--- src/rtl/toi2s_i2s_tx.sv ---
// Stereo Philips-I2S master transmitter: 2-entry pair FIFO, bck/ws generation, MSB-first serialiser.
// Build option: define I2S_TX_HOLD_LAST_EN to repeat the last popped pair on underrun instead of zeros.
module toi2s_i2s_tx #(
  parameter int SAMPLE_W = 16,
  parameter int SLOT_W   = 32,
  parameter int BCK_DIV  = 2
) (
  input  logic                clk,
  input  logic                resetb,
  input  logic                ena,
  input  logic                s_valid,
  output logic                s_ready,
  input  logic [SAMPLE_W-1:0] s_left,
  input  logic [SAMPLE_W-1:0] s_right,
  output logic                i2s_bck,
  output logic                i2s_ws,
  output logic                i2s_d0,
  output logic                frame_start,
  output logic                underrun
);

  localparam int FRAME_W = 2 * SLOT_W;
  localparam int BIT_W   = $clog2(FRAME_W);
  localparam int DIV_W   = (BCK_DIV > 1) ? $clog2(BCK_DIV) : 1;
  localparam int PAD_W   = SLOT_W - SAMPLE_W;

  typedef struct packed {
    logic [SAMPLE_W-1:0] left;
    logic [SAMPLE_W-1:0] right;
  } pair_t;

  logic [DIV_W-1:0] div_cnt;
  logic [BIT_W-1:0] bit_cnt;
  logic [BIT_W-1:0] bit_nxt;
  logic [BIT_W-1:0] ws_idx;
  logic             ws_nxt;
  logic             div_tc;
  logic             fall_evt;
  logic             wrap;

  logic [FRAME_W-1:0] frame_sr;

  pair_t      fifo_mem [2];
  logic [1:0] count;
  logic       wr_ptr;
  logic       rd_ptr;
  logic       full;
  logic       empty;
  logic       push;
  logic       pop;
  pair_t      head;
  pair_t      fill_pair;
  pair_t      load_pair;

  assign div_tc   = (div_cnt == DIV_W'(BCK_DIV - 1));
  assign fall_evt = div_tc & i2s_bck;
  assign wrap     = fall_evt & (bit_cnt == BIT_W'(FRAME_W - 1));

  // NOTE: every variable driven here gets a value before any branch, so no latch is inferred.
  always_comb begin
    bit_nxt = (bit_cnt == BIT_W'(FRAME_W - 1)) ? '0 : bit_cnt + BIT_W'(1);
    ws_idx  = (bit_nxt == BIT_W'(FRAME_W - 1)) ? '0 : bit_nxt + BIT_W'(1);
    ws_nxt  = (ws_idx >= BIT_W'(SLOT_W));
  end

  // FIFO control; s_ready looks only at the registered full flag.
  assign full    = (count == 2'd2);
  assign empty   = (count == 2'd0);
  assign s_ready = ena & ~full;
  assign push    = s_valid & s_ready;
  assign pop     = wrap & ~empty;
  assign head    = fifo_mem[rd_ptr];

  // NOTE: sequential state uses non-blocking assignments so every flop samples pre-edge values.
  always_ff @(posedge clk or negedge resetb) begin
    if (!resetb) begin
      count  <= 2'd0;
      wr_ptr <= 1'b0;
      rd_ptr <= 1'b0;
    end else if (!ena) begin
      count  <= 2'd0;
      wr_ptr <= 1'b0;
      rd_ptr <= 1'b0;
    end else begin
      if (push) wr_ptr <= ~wr_ptr;
      if (pop)  rd_ptr <= ~rd_ptr;
      case ({push, pop})
        2'b10:   count <= count + 2'd1;
        2'b01:   count <= count - 2'd1;
        default: count <= count;
      endcase
    end
  end

  // NOTE: storage is not reset; an entry is only read after it has been written, guarded by count.
  always_ff @(posedge clk) begin
    if (push) fifo_mem[wr_ptr] <= '{left: s_left, right: s_right};
  end

`ifdef I2S_TX_HOLD_LAST_EN
  pair_t hold_pair;

  always_ff @(posedge clk or negedge resetb) begin
    if (!resetb) begin
      hold_pair <= '0;
    end else if (!ena) begin
      hold_pair <= '0;
    end else if (pop) begin
      hold_pair <= head;
    end
  end

  assign fill_pair = hold_pair;
`else
  assign fill_pair = '0;
`endif

  assign load_pair = empty ? fill_pair : head;

  // Clock generation and serialiser; every frame-level update happens on a bck fall event.
  always_ff @(posedge clk or negedge resetb) begin
    if (!resetb) begin
      div_cnt     <= '0;
      bit_cnt     <= '0;
      frame_sr    <= '0;
      i2s_bck     <= 1'b0;
      i2s_ws      <= 1'b0;
      i2s_d0      <= 1'b0;
      frame_start <= 1'b0;
      underrun    <= 1'b0;
    end else if (!ena) begin
      div_cnt     <= '0;
      bit_cnt     <= '0;
      frame_sr    <= '0;
      i2s_bck     <= 1'b0;
      i2s_ws      <= 1'b0;
      i2s_d0      <= 1'b0;
      frame_start <= 1'b0;
      underrun    <= 1'b0;
    end else begin
      frame_start <= 1'b0;
      underrun    <= 1'b0;
      if (div_tc) begin
        div_cnt <= '0;
        i2s_bck <= ~i2s_bck;
      end else begin
        div_cnt <= div_cnt + DIV_W'(1);
      end
      if (fall_evt) begin
        bit_cnt <= bit_nxt;
        i2s_ws  <= ws_nxt;
        if (wrap) begin
          // Slot layout: sample MSB-aligned, zero padded; shifted out from bit 1 of the frame.
          frame_sr    <= {load_pair.left, {PAD_W{1'b0}}, load_pair.right, {PAD_W{1'b0}}};
          i2s_d0      <= 1'b0;
          frame_start <= 1'b1;
          underrun    <= empty;
        end else begin
          i2s_d0   <= frame_sr[FRAME_W-1];
          frame_sr <= {frame_sr[FRAME_W-2:0], 1'b0};
        end
      end
    end
  end

endmodule

--- config.mk ---
export PLATFORM = sky130hd
export DESIGN_NAME = toi2s_i2s_tx
export DESIGN_NICKNAME = d
export VERILOG_FILES = /design/src/rtl/toi2s_i2s_tx.sv
export SDC_FILE = /design/constraint.sdc
export NUM_CORES = 1
export LEC_CHECK = 0
export BUFFER_PORTS_ARGS = -buffer_cell sky130_fd_sc_hd__buf_2
export CELL_PAD_IN_SITES_DETAIL_PLACEMENT = 1
export CELL_PAD_IN_SITES_GLOBAL_PLACEMENT = 1
export CORE_ASPECT_RATIO = 1.1
export CORE_MARGIN = 2
export CORE_UTILIZATION = 53
export CTS_CLUSTER_SIZE = 10
export DETAILED_ROUTE_END_ITERATION = 10
export GPL_TIMING_DRIVEN = 1
export PLACE_DENSITY_LB_ADDON = 0.1
export SLEW_MARGIN = 30
export SYNTH_ARGS = -nofsm -noshare
export SYNTH_HDL_FRONTEND = slang
export SYNTH_SLANG_ARGS = --single-unit
--- constraint.sdc ---
create_clock -name clk -period 4 [get_ports clk]
set_input_delay 0.2 -clock clk [delete_from_list [all_inputs] [get_ports clk]]
set_output_delay 0.2 -clock clk [all_outputs]
set_load 0.05 [all_outputs]
==> results.cfg, run 1 <==
[cts]
clock_path_buffers = 2
ctsHtreeMaxLevel = 4
clk_latency_ns = 0.51
cts_made_buffers = 17
tritoncts = done
numClockSinks = 128
cts_root_buf = clkbuf_8
cts_resized = 0
clkSlewWorstSetupHoldPaths_ns = 0.06

[timing]
grt_setup_unrepaired = false
timing.fmax_mhz = 414
finalCriticalPeriod_ns = 2.41
slew_viol_final = 0
post-route-period-util_pct = 60.3
worst_pin_slew_ns = 0.697
fin_skew_ns = 0.00789
slew_headroom_pct = 53.4
setup_tns_ns = 0
finalHoldViolCount = 0
whs_ns = 0.169
setup_viol = 0

[yosys]
ys_seq_area_share_pct = 71.0
synth_top_area_cell = edfxtp_1
syn-num-nets = 370
synth_cell_types = 41
ys_seq_elements = 128
ys.flop_type = edfxtp_1
synth_async_sr_flop_share_pct = 50.0
synth.area.top_cells = edfxtp_1 (39%), dfrtp_1 (32%), mux2i_1 (6.5%), a22oi_1 (4.5%), o21ai_0 (3.5%)
syn_avg_cell_area_um2 = 15.0
synthCells = 332
ys_warn_count = 0
netlist_area_um2 = 4960
synth_edf_count = 64
synth.top_cell.area_share_pct = 38.7

[floorplanning]
core_area_um2 = 9210
rows = 37
start_util_pct = 53.9
dieWidth_um = 96.3
die-height_um = 105
boundaryPins = 42
dieArea_um2 = 10200

[power]
pwr_density_cell_nw_per_um2 = 497
pwr-share-seq_pct = 46.6
internal_power_mw = 2.42
power_switching_uw = 676
combPwrFrac_pct = 4.6
clockPowerShare_pct = 48.9
switching_share_pct = 21.9
p_leak_nw = 2.49
ir_drop_v = 0.000373

[flow_run]
cap_violations = 0

[route]
num_vias = 3155
wl_per_cell_um = 20.7
routed_wl_mm = 11.2
ant_nets = 0
drt_first_iter_violations = 149
post-route-drc-count = 0
via_per_inst = 5.80
drt-pass1-iter-count = 5

[final_layout]
layout-drive-gt1-share_pct = 21.1
area_delta_synth_final_pct = 25.5
n_antenna_cell = 0
fin_nets = 452
post-route-util_pct = 67.6
final_common_cell = edfxtp_1
layout_common_cells = edfxtp_1 (64), dfrtp_1 (63), buf_2 (41)

[grt]
antenna_found_initial = 0
grt.total_usage_pct = 24.7
grt_max_degree = 47
overflow = 0
grt_pass1_vias = 3464
grt_pass1_wl_mm = 18.2

[setup_path]
r2r-end = frame_sr[44]
critical-path-max-stage-delay_ns = 0.63
arrival_ns = 2.86
endpoint_kind = flop
regToRegSetupSlack_ns = 1.59
regToRegStartpoint = bit_cnt[0]
crit_fanout = 20
crit_chain = ha_1, and3_1, a31oi_4, buf_6, buf_4, a22o_1
crit_family = compound AO/OA/AOI/OAI gates
cp_slowest_cell = a31oi_4
crit_type = reg2reg
worst-r2r-cell-count = 6
required_ns = 4.44
critPathLaunchType = flop
crit_buf_inv = 2

[hold_path]
hold_class = in2async

[placement]
io_buffers = 41
gp_congestion = 0.780
dp_hpwl_mm = 5.71

[outcome]
status = finished clean
power groups by stage:
stage	combinational, mW	sequential [mW]	clock (mW)
floorplan	0.0511	1.46	0
global placement	0.104	1.46	0
detailed placement	0.112	1.46	0
CTS	0.140	1.44	1.54
global route	0.154	1.44	1.60
finish	0.141	1.44	1.51
timing repair:
item,in CTS,in global routing
endpoints found under the hold margin,84,0
setup endpoints to repair,0,0
buffers inserted,0,0
hold buffers,35,0
per-layer routing:
metal  wire length, um  global-route usage (%)
met3               331                    7.36
met5                 0                       0
met2              6140                    41.1
met1              4600                    30.5
met4               165                    8.16
metrics by stage:
stage,cells,area (um2),power (mW),worst slack [ns]
3_5_place_dp,476,5270,1.58,1.45
4_1_cts,543,6210,3.11,1.44
2_1_floorplan,332,4960,1.51,1.10
5_1_grt,544,6230,3.20,1.46
6_report,544,6230,3.09,1.59
3_3_place_gp,475,5260,1.57,1.60
sequential cells by signal, summed over array words and instances (netlist names):
name         count
bit_cnt          6
count            2
div_cnt          1
fifo_mem        64
frame_sr        48
frame_start      1
i2s_bck          1
i2s_d0           1
i2s_ws           1
rd_ptr           1
underrun         1
wr_ptr           1
area by class of cell:
cell class,instances,area [um2]
Fill cell,823,2990
Clock buffer,22,495
Sequential cell,128,3530
Clock inverter,10,97.6
Tap cell,117,146
Multi-Input combinational cell,180,1320
Inverter,3,11.3
Timing Repair Buffer,84,627
how the worst max path moves through the flow:
stage	from	to	slack [ns]	depth (start not counted)
2_1_floorplan	count[0]	fifo_mem[0][0]	1.10	4
3_3_place_gp	bit_cnt[0]	frame_sr[37]	1.60	5
3_5_place_dp	bit_cnt[0]	frame_sr[44]	1.45	5
4_1_cts	bit_cnt[0]	frame_sr[40]	1.44	5
5_1_grt	bit_cnt[0]	frame_sr[44]	1.46	6
6_report	bit_cnt[0]	frame_sr[44]	1.59	6
synthesized netlist by cell type, types with 2 or more instances:
| master | instances |
|---|---|
| buf_6 | 2 |
| dfrtp_1 | 64 |
| a22o_1 | 18 |
| buf_2 | 12 |
| o21ai_0 | 35 |
| ha_1 | 2 |
| nand4b_1 | 2 |
| xnor2_1 | 2 |
| nand3b_1 | 3 |
| buf_4 | 2 |
| inv_1 | 2 |
| edfxtp_1 | 64 |
| nor2_1 | 11 |
| clkbuf_1 | 4 |
| xor2_1 | 2 |
| a31oi_1 | 2 |
| a21o_1 | 2 |
| a22oi_1 | 30 |
| mux2i_1 | 32 |
| nand2_1 | 7 |
| and3_1 | 4 |
| nand3_1 | 6 |
| a221o_1 | 2 |
| and2_1 | 2 |
| a21oi_1 | 4 |
cell families after synthesis:
family,count (synthesis),synth area share (%)
flops,128,71.0
xor+xnor,4,0.706
simple gates,42,4.61
fa+ha+maj,2,0.504
mux,33,6.68
compound gates,99,13.9
buf+inv,24,2.57
(Power assumes the default switching activity.)
==> run 2: changes to the inputs <==
CORE_UTILIZATION = 44   (was 53)
clock period = 2.2 ns   (was 4 ns; I/O delays follow)
==> run 2 against run 1 <==
  * Sequential cell count unchanged
  * Largest power group unchanged
  * Combinational power grew 84%
  * Clock skew barely moved
  * Via count is 2.7% lower
  * Final area up 1.0%
  * Global-route usage shrank 6.4 points
  * Worst hold slack lost 0.15 ns
==> results.cfg, run 2 (synthesis gave the netlist of run 1 again) <==
[outcome]
status = finished clean

[grt]
overflow = 0
grt_pass1_wl_mm = 16.6
antenna_found_initial = 0
grt.total_usage_pct = 18.2
grt_max_degree = 55
grt_pass1_vias = 3406

[floorplanning]
rows = 40
core_area_um2 = 11000
start_util_pct = 45.3
dieArea_um2 = 12100
dieWidth_um = 105
boundaryPins = 42
die-height_um = 115

[final_layout]
largest-register = fifo_mem
layout_common_cells = edfxtp_1 (64), dfrtp_1 (63), buf_2 (41)
final_common_cell = edfxtp_1
n_antenna_cell = 0
largest_reg_flops = 64
area_delta_synth_final_pct = 26.8
fin_nets = 456
num-fill-cells = 1058
post-route-cell-area_um2 = 6290
layout-drive-gt1-share_pct = 21.3
reg_top3 = fifo_mem: 64 flops, frame_sr: 48 flops, bit_cnt: 6 flops
multi_input_comb_area_um2 = 1330
seq_area_um2 = 3520
instances_no_fill = 578

[setup_path]
critPathLaunch = bit_cnt[1]
regToRegSetupSlack_ns = 0.29
critPathLaunchType = flop
required_ns = 2.48
worst-r2r-cell-count = 6
arrival_ns = 2.20
regToRegStartpoint = bit_cnt[1]
endpoint_kind = flop
crit_fanout = 51
crit_type = reg2reg
r2r-end = frame_sr[22]

[route]
routed_wl_mm = 9.89
via_per_inst = 5.31
drt-pass1-iter-count = 4
wl_per_cell_um = 17.1
drt_first_iter_violations = 134
post-route-drc-count = 0
ant_nets = 0
num_vias = 3069

[power]
switching_share_pct = 20.2
pwr_density_cell_nw_per_um2 = 882
p_total_mw = 5.55
pwr-share-seq_pct = 47.1
ir_drop_v = 0.000517
p_leak_nw = 2.51
power_switching_mw = 1.12
clockPowerShare_pct = 48.2
combPwrFrac_pct = 4.7
internal_power_mw = 4.43

[hold_path]
min-delay-start = ena
hold_class = in2reg
worstHoldEndpoint = underrun
hold_depth = 2

[cts]
post_cts_buffers = 0
ctsHtreeMaxLevel = 4
cts_root_buf = clkbuf_16
cts_made_buffers = 17
numClockSinks = 128
cts_resized = 0
clock_path_buffers = 2
tritoncts = done
clkSlewWorstSetupHoldPaths_ns = 0.05
clk_latency_ns = 0.42

[timing]
worst_pin_slew_ns = 0.650
setup_tns_ns = 0
setup_viol = 0
fin_skew_ns = 0.00820
timing.fmax_mhz = 522
slew_viol_final = 0
finalCriticalPeriod_ns = 1.91
grt_setup_unrepaired = false
slew_headroom_pct = 56.7
post-route-period-util_pct = 87.0
finalHoldViolCount = 0

[placement]
gp_congestion = 0.753
place_area_um2 = 5380
dp_cells = 512
io_buffers = 41
dp_hpwl_mm = 5.95

[flow_run]
cap_violations = 0
[run 2: cell count changes in the layout (fill, tap and decap cells not counted), sizes merged]
cell         delta
buf             +5
clkbuf          +5
clkinv          -2
inv             -2
clkinvlp        -1
dlygate4sd3     -1
[run 2: power by group through the flow]
stage | Clock [mW] | Sequential (mW) | Combinational (mW)
finish | 2.68 | 2.62 | 0.259
global route | 2.84 | 2.62 | 0.288
CTS | 2.75 | 2.62 | 0.264
detailed placement | 0 | 2.66 | 0.218
global placement | 0 | 2.66 | 0.210
floorplan | 0 | 2.66 | 0.0945
[run 2: area by class of cell]
| type | instances | area share [%] |
|---|---|---|
| Clock buffer | 27 | 8.33 |
| Clock inverter | 5 | 0.815 |
| Inverter | 3 | 0.179 |
| Multi-Input combinational cell | 180 | 21.1 |
| Sequential cell | 128 | 56.0 |
| Tap cell | 147 | 2.92 |
| Timing Repair Buffer | 88 | 10.6 |
[run 2: critical path, cell delays in order, from the launching register on]
cell and delay [ns]:
dfrtp_1 0.46, ha_1 0.26, and3_1 0.35, a31oi_4 0.13, buf_12 0.21, a22oi_1 0.23
o21ai_0 0.12
[run 2: layer usage]
metal | GRT usage [%] | vias up | wire [um]
met2 | 31.5 | 46 | 5200
met4 | 10.6 | 0 | 234
li1 | - | 1450 | -
met3 | 5.05 | 23 | 285
met1 | 20.4 | 1550 | 4170
met5 | 0 | - | 0
[run 2: how the worst max path moves through the flow]
stage                     depth (start not counted)        endpoint
after floorplan                                   4  fifo_mem[0][0]
after global placement                            5    frame_sr[62]
after detailed placement                          5    frame_sr[62]
after CTS                                         6    frame_sr[22]
after global routing                              6    frame_sr[52]
final                                             6    frame_sr[22]
[run 2: per-stage QoR]
stage / setup WS, ns / utilization (%) / hold slack, ns
6_report: 0.286 / 57.4 / 0.0205
5_1_grt: 0.0964 / 57.4 / 0.0128
4_1_cts: 0.248 / 57.4 / 0.00305
3_5_place_dp: 0.299 / 49.1 / 0.131
3_3_place_gp: 0.356 / 49.1 / 0.126
2_1_floorplan: 0.115 / - / -0.186
[run 2: timing repair]
item	4_1_cts	5_1_grt
endpoints found under the hold margin	86	0
endpoints found under the setup margin	0	0
hold buffers	34	0
==> run 3: changes to the inputs <==
RECOVER_POWER = 100   (was unset)
REMOVE_ABC_BUFFERS = 1   (was unset)
==> run 3 against run 2 <==
  * Sequential power is essentially flat
  * Maximum frequency shrank 1.2%
  * Worst hold slack gained 0.013 ns
  * Critical endpoint is now frame_sr[62]
  * Sequential cell count is the same
  * Non-clock buffer count shrank 3
  * Die area is the same
  * Clock skew shrank 0.0028 ns
  * Combinational power shrank 7%
  * Largest cell class unchanged
  * Highest routed layer unchanged
  * Critical path depth shrank 1
  * Critical path type unchanged
  * The run now ends with max-capacitance violations, max-slew violations left
  * Cell count shrank 0.52%
  * Utilization shrank 0.97 points
==> results.cfg, run 3 (synthesis gave the netlist of run 1 again) <==
[final_layout]
n_antenna_cell = 0
fin_nets = 453
layout_common_cells = edfxtp_1 (64), dfrtp_1 (63), o21ai_0 (35)
largest-register = fifo_mem
instances_no_fill = 575
num-fill-cells = 1047
layout-drive-gt1-share_pct = 13.1
area_delta_synth_final_pct = 24.6
largest_reg_flops = 64
final_common_cell = edfxtp_1
reg_top3 = fifo_mem: 64 flops, frame_sr: 48 flops, bit_cnt: 6 flops

[setup_path]
crit_chain = ha_1, and3_1, a31oi_1, buf_12, a221o_1
crit_type = reg2reg
critPathLaunchType = flop
required_ns = 2.49
endpoint_kind = flop
crit_buf_inv = 1
critical-path-max-stage-delay_ns = 0.48
crit_fanout = 51
cp_slowest_cell = dfrtp_1
crit_family = compound AO/OA/AOI/OAI gates
arrival_ns = 2.23

[timing]
setup_viol = 0
timing.fmax_mhz = 516
slew_viol_final = 29
slew_headroom_pct = -4.70
post-route-period-util_pct = 88.1
fin_skew_ns = 0.00544
worst_pin_slew_ns = 1.57
grt_setup_unrepaired = false
finalHoldViolCount = 0
whs_ns = 0.0337
finalCriticalPeriod_ns = 1.94

[power]
internal_power_mw = 4.39
clockPowerShare_pct = 48.6
p_leak_nw = 2.39
pwr_density_cell_nw_per_um2 = 897
combPwrFrac_pct = 4.3
power_switching_mw = 1.16
pwr-share-seq_pct = 47.1
ir_drop_v = 0.000595
switching_share_pct = 20.8

[grt]
grt_max_degree = 52
grt.total_usage_pct = 18.1
antenna_found_initial = 0
grt_pass1_wl_mm = 16.6
overflow = 0
grt_pass1_vias = 3347

[placement]
io_buffers = 41
dp_cells = 509
dp_hpwl_mm = 5.52
gp_congestion = 0.809

[floorplanning]
core_area_um2 = 11000
die-height_um = 115
rows = 40
dieArea_um2 = 12100
dieWidth_um = 105
start_util_pct = 45.3
boundaryPins = 42

[cts]
cts_made_buffers = 17
clock_path_buffers = 2
ctsHtreeMaxLevel = 4
cts_root_buf = clkbuf_16
cts_resized = 0
cts_hold_buf = 34
tritoncts = done
clk_latency_ns = 0.41
numClockSinks = 128
clkSlewWorstSetupHoldPaths_ns = 0.05
post_cts_buffers = 0

[route]
drt-pass1-iter-count = 4
ant_nets = 0
post-route-drc-count = 0
num_vias = 3053
routed_wl_mm = 9.81
via_per_inst = 5.31
wl_per_cell_um = 17.1
drt_first_iter_violations = 168

[hold_path]
hold_class = in2reg

[outcome]
violations = max-capacitance violations, max-slew violations
status = finished, violations left

[flow_run]
cap_violations = 1
run 3: per-stage QoR:
stage               utilization [%]  setup WS (ns)  cell area, um2  setup TNS, ns  power (mW)
global placement               49.1          0.374            5390              0        2.87
CTS                            57.5          0.286            6300              0        5.63
floorplan                         -         -0.702            4850         -26.63        2.75
detailed placement             49.1          0.296            5390              0        2.88
global route                   56.4         0.0768            6190              0        5.75
finish                         56.4          0.262            6190              0        5.55
run 3: power by group through the flow:
stage | registers [mW] | logic (mW) | clock network, mW
floorplan | 2.66 | 0.0828 | 0
global placement | 2.66 | 0.208 | 0
detailed placement | 2.66 | 0.215 | 0
CTS | 2.62 | 0.261 | 2.76
global route | 2.62 | 0.269 | 2.86
finish | 2.61 | 0.241 | 2.70
run 3: worst reg2reg max path, delay by kind of cell, from the launching register on:
family	cells	cell delay [ns]
flops	1	0.48
compound gates	2	0.55
buf+inv	1	0.22
fa+ha+maj	1	0.28
simple gates	1	0.30
run 3: worst paths after layout:
| path | slack (ns) | depth (start not counted) | start | end |
|---|---|---|---|---|
| max in group asynchronous | 0.47 | 3 | resetb | frame_sr[45] |
| min in group asynchronous | 0.63 | 2 | resetb | bit_cnt[4] |
| setup reg to reg | 0.26 | 5 | bit_cnt[1] | frame_sr[62] |
| hold / removal | 0.03 | 3 | s_valid | count[0] |
| hold reg to reg | 0.50 | 1 | frame_sr[46] | frame_sr[46] |
| setup / recovery | 0.26 | 5 | bit_cnt[1] | frame_sr[62] |
run 3: per-layer routing:
metal	up-vias	track usage, %	share of wire [%]
met1	1544	21.3	43
met4	0	8.71	1.9
met3	14	4.76	2.9
met5	-	0	0
met2	51	31.0	52
li1	1444	-	-
run 3: area by class of cell:
type                       instances  area (um2)  area share [%]
clock buffer                      21         460            7.44
timing repair buffer              85         601            9.71
sequential                       128        3520            57.0
clock inverter                    11         114            1.84
multi-input combinational        180        1290            20.9
inverter                           3        11.3           0.182
tap                              147         184            2.97
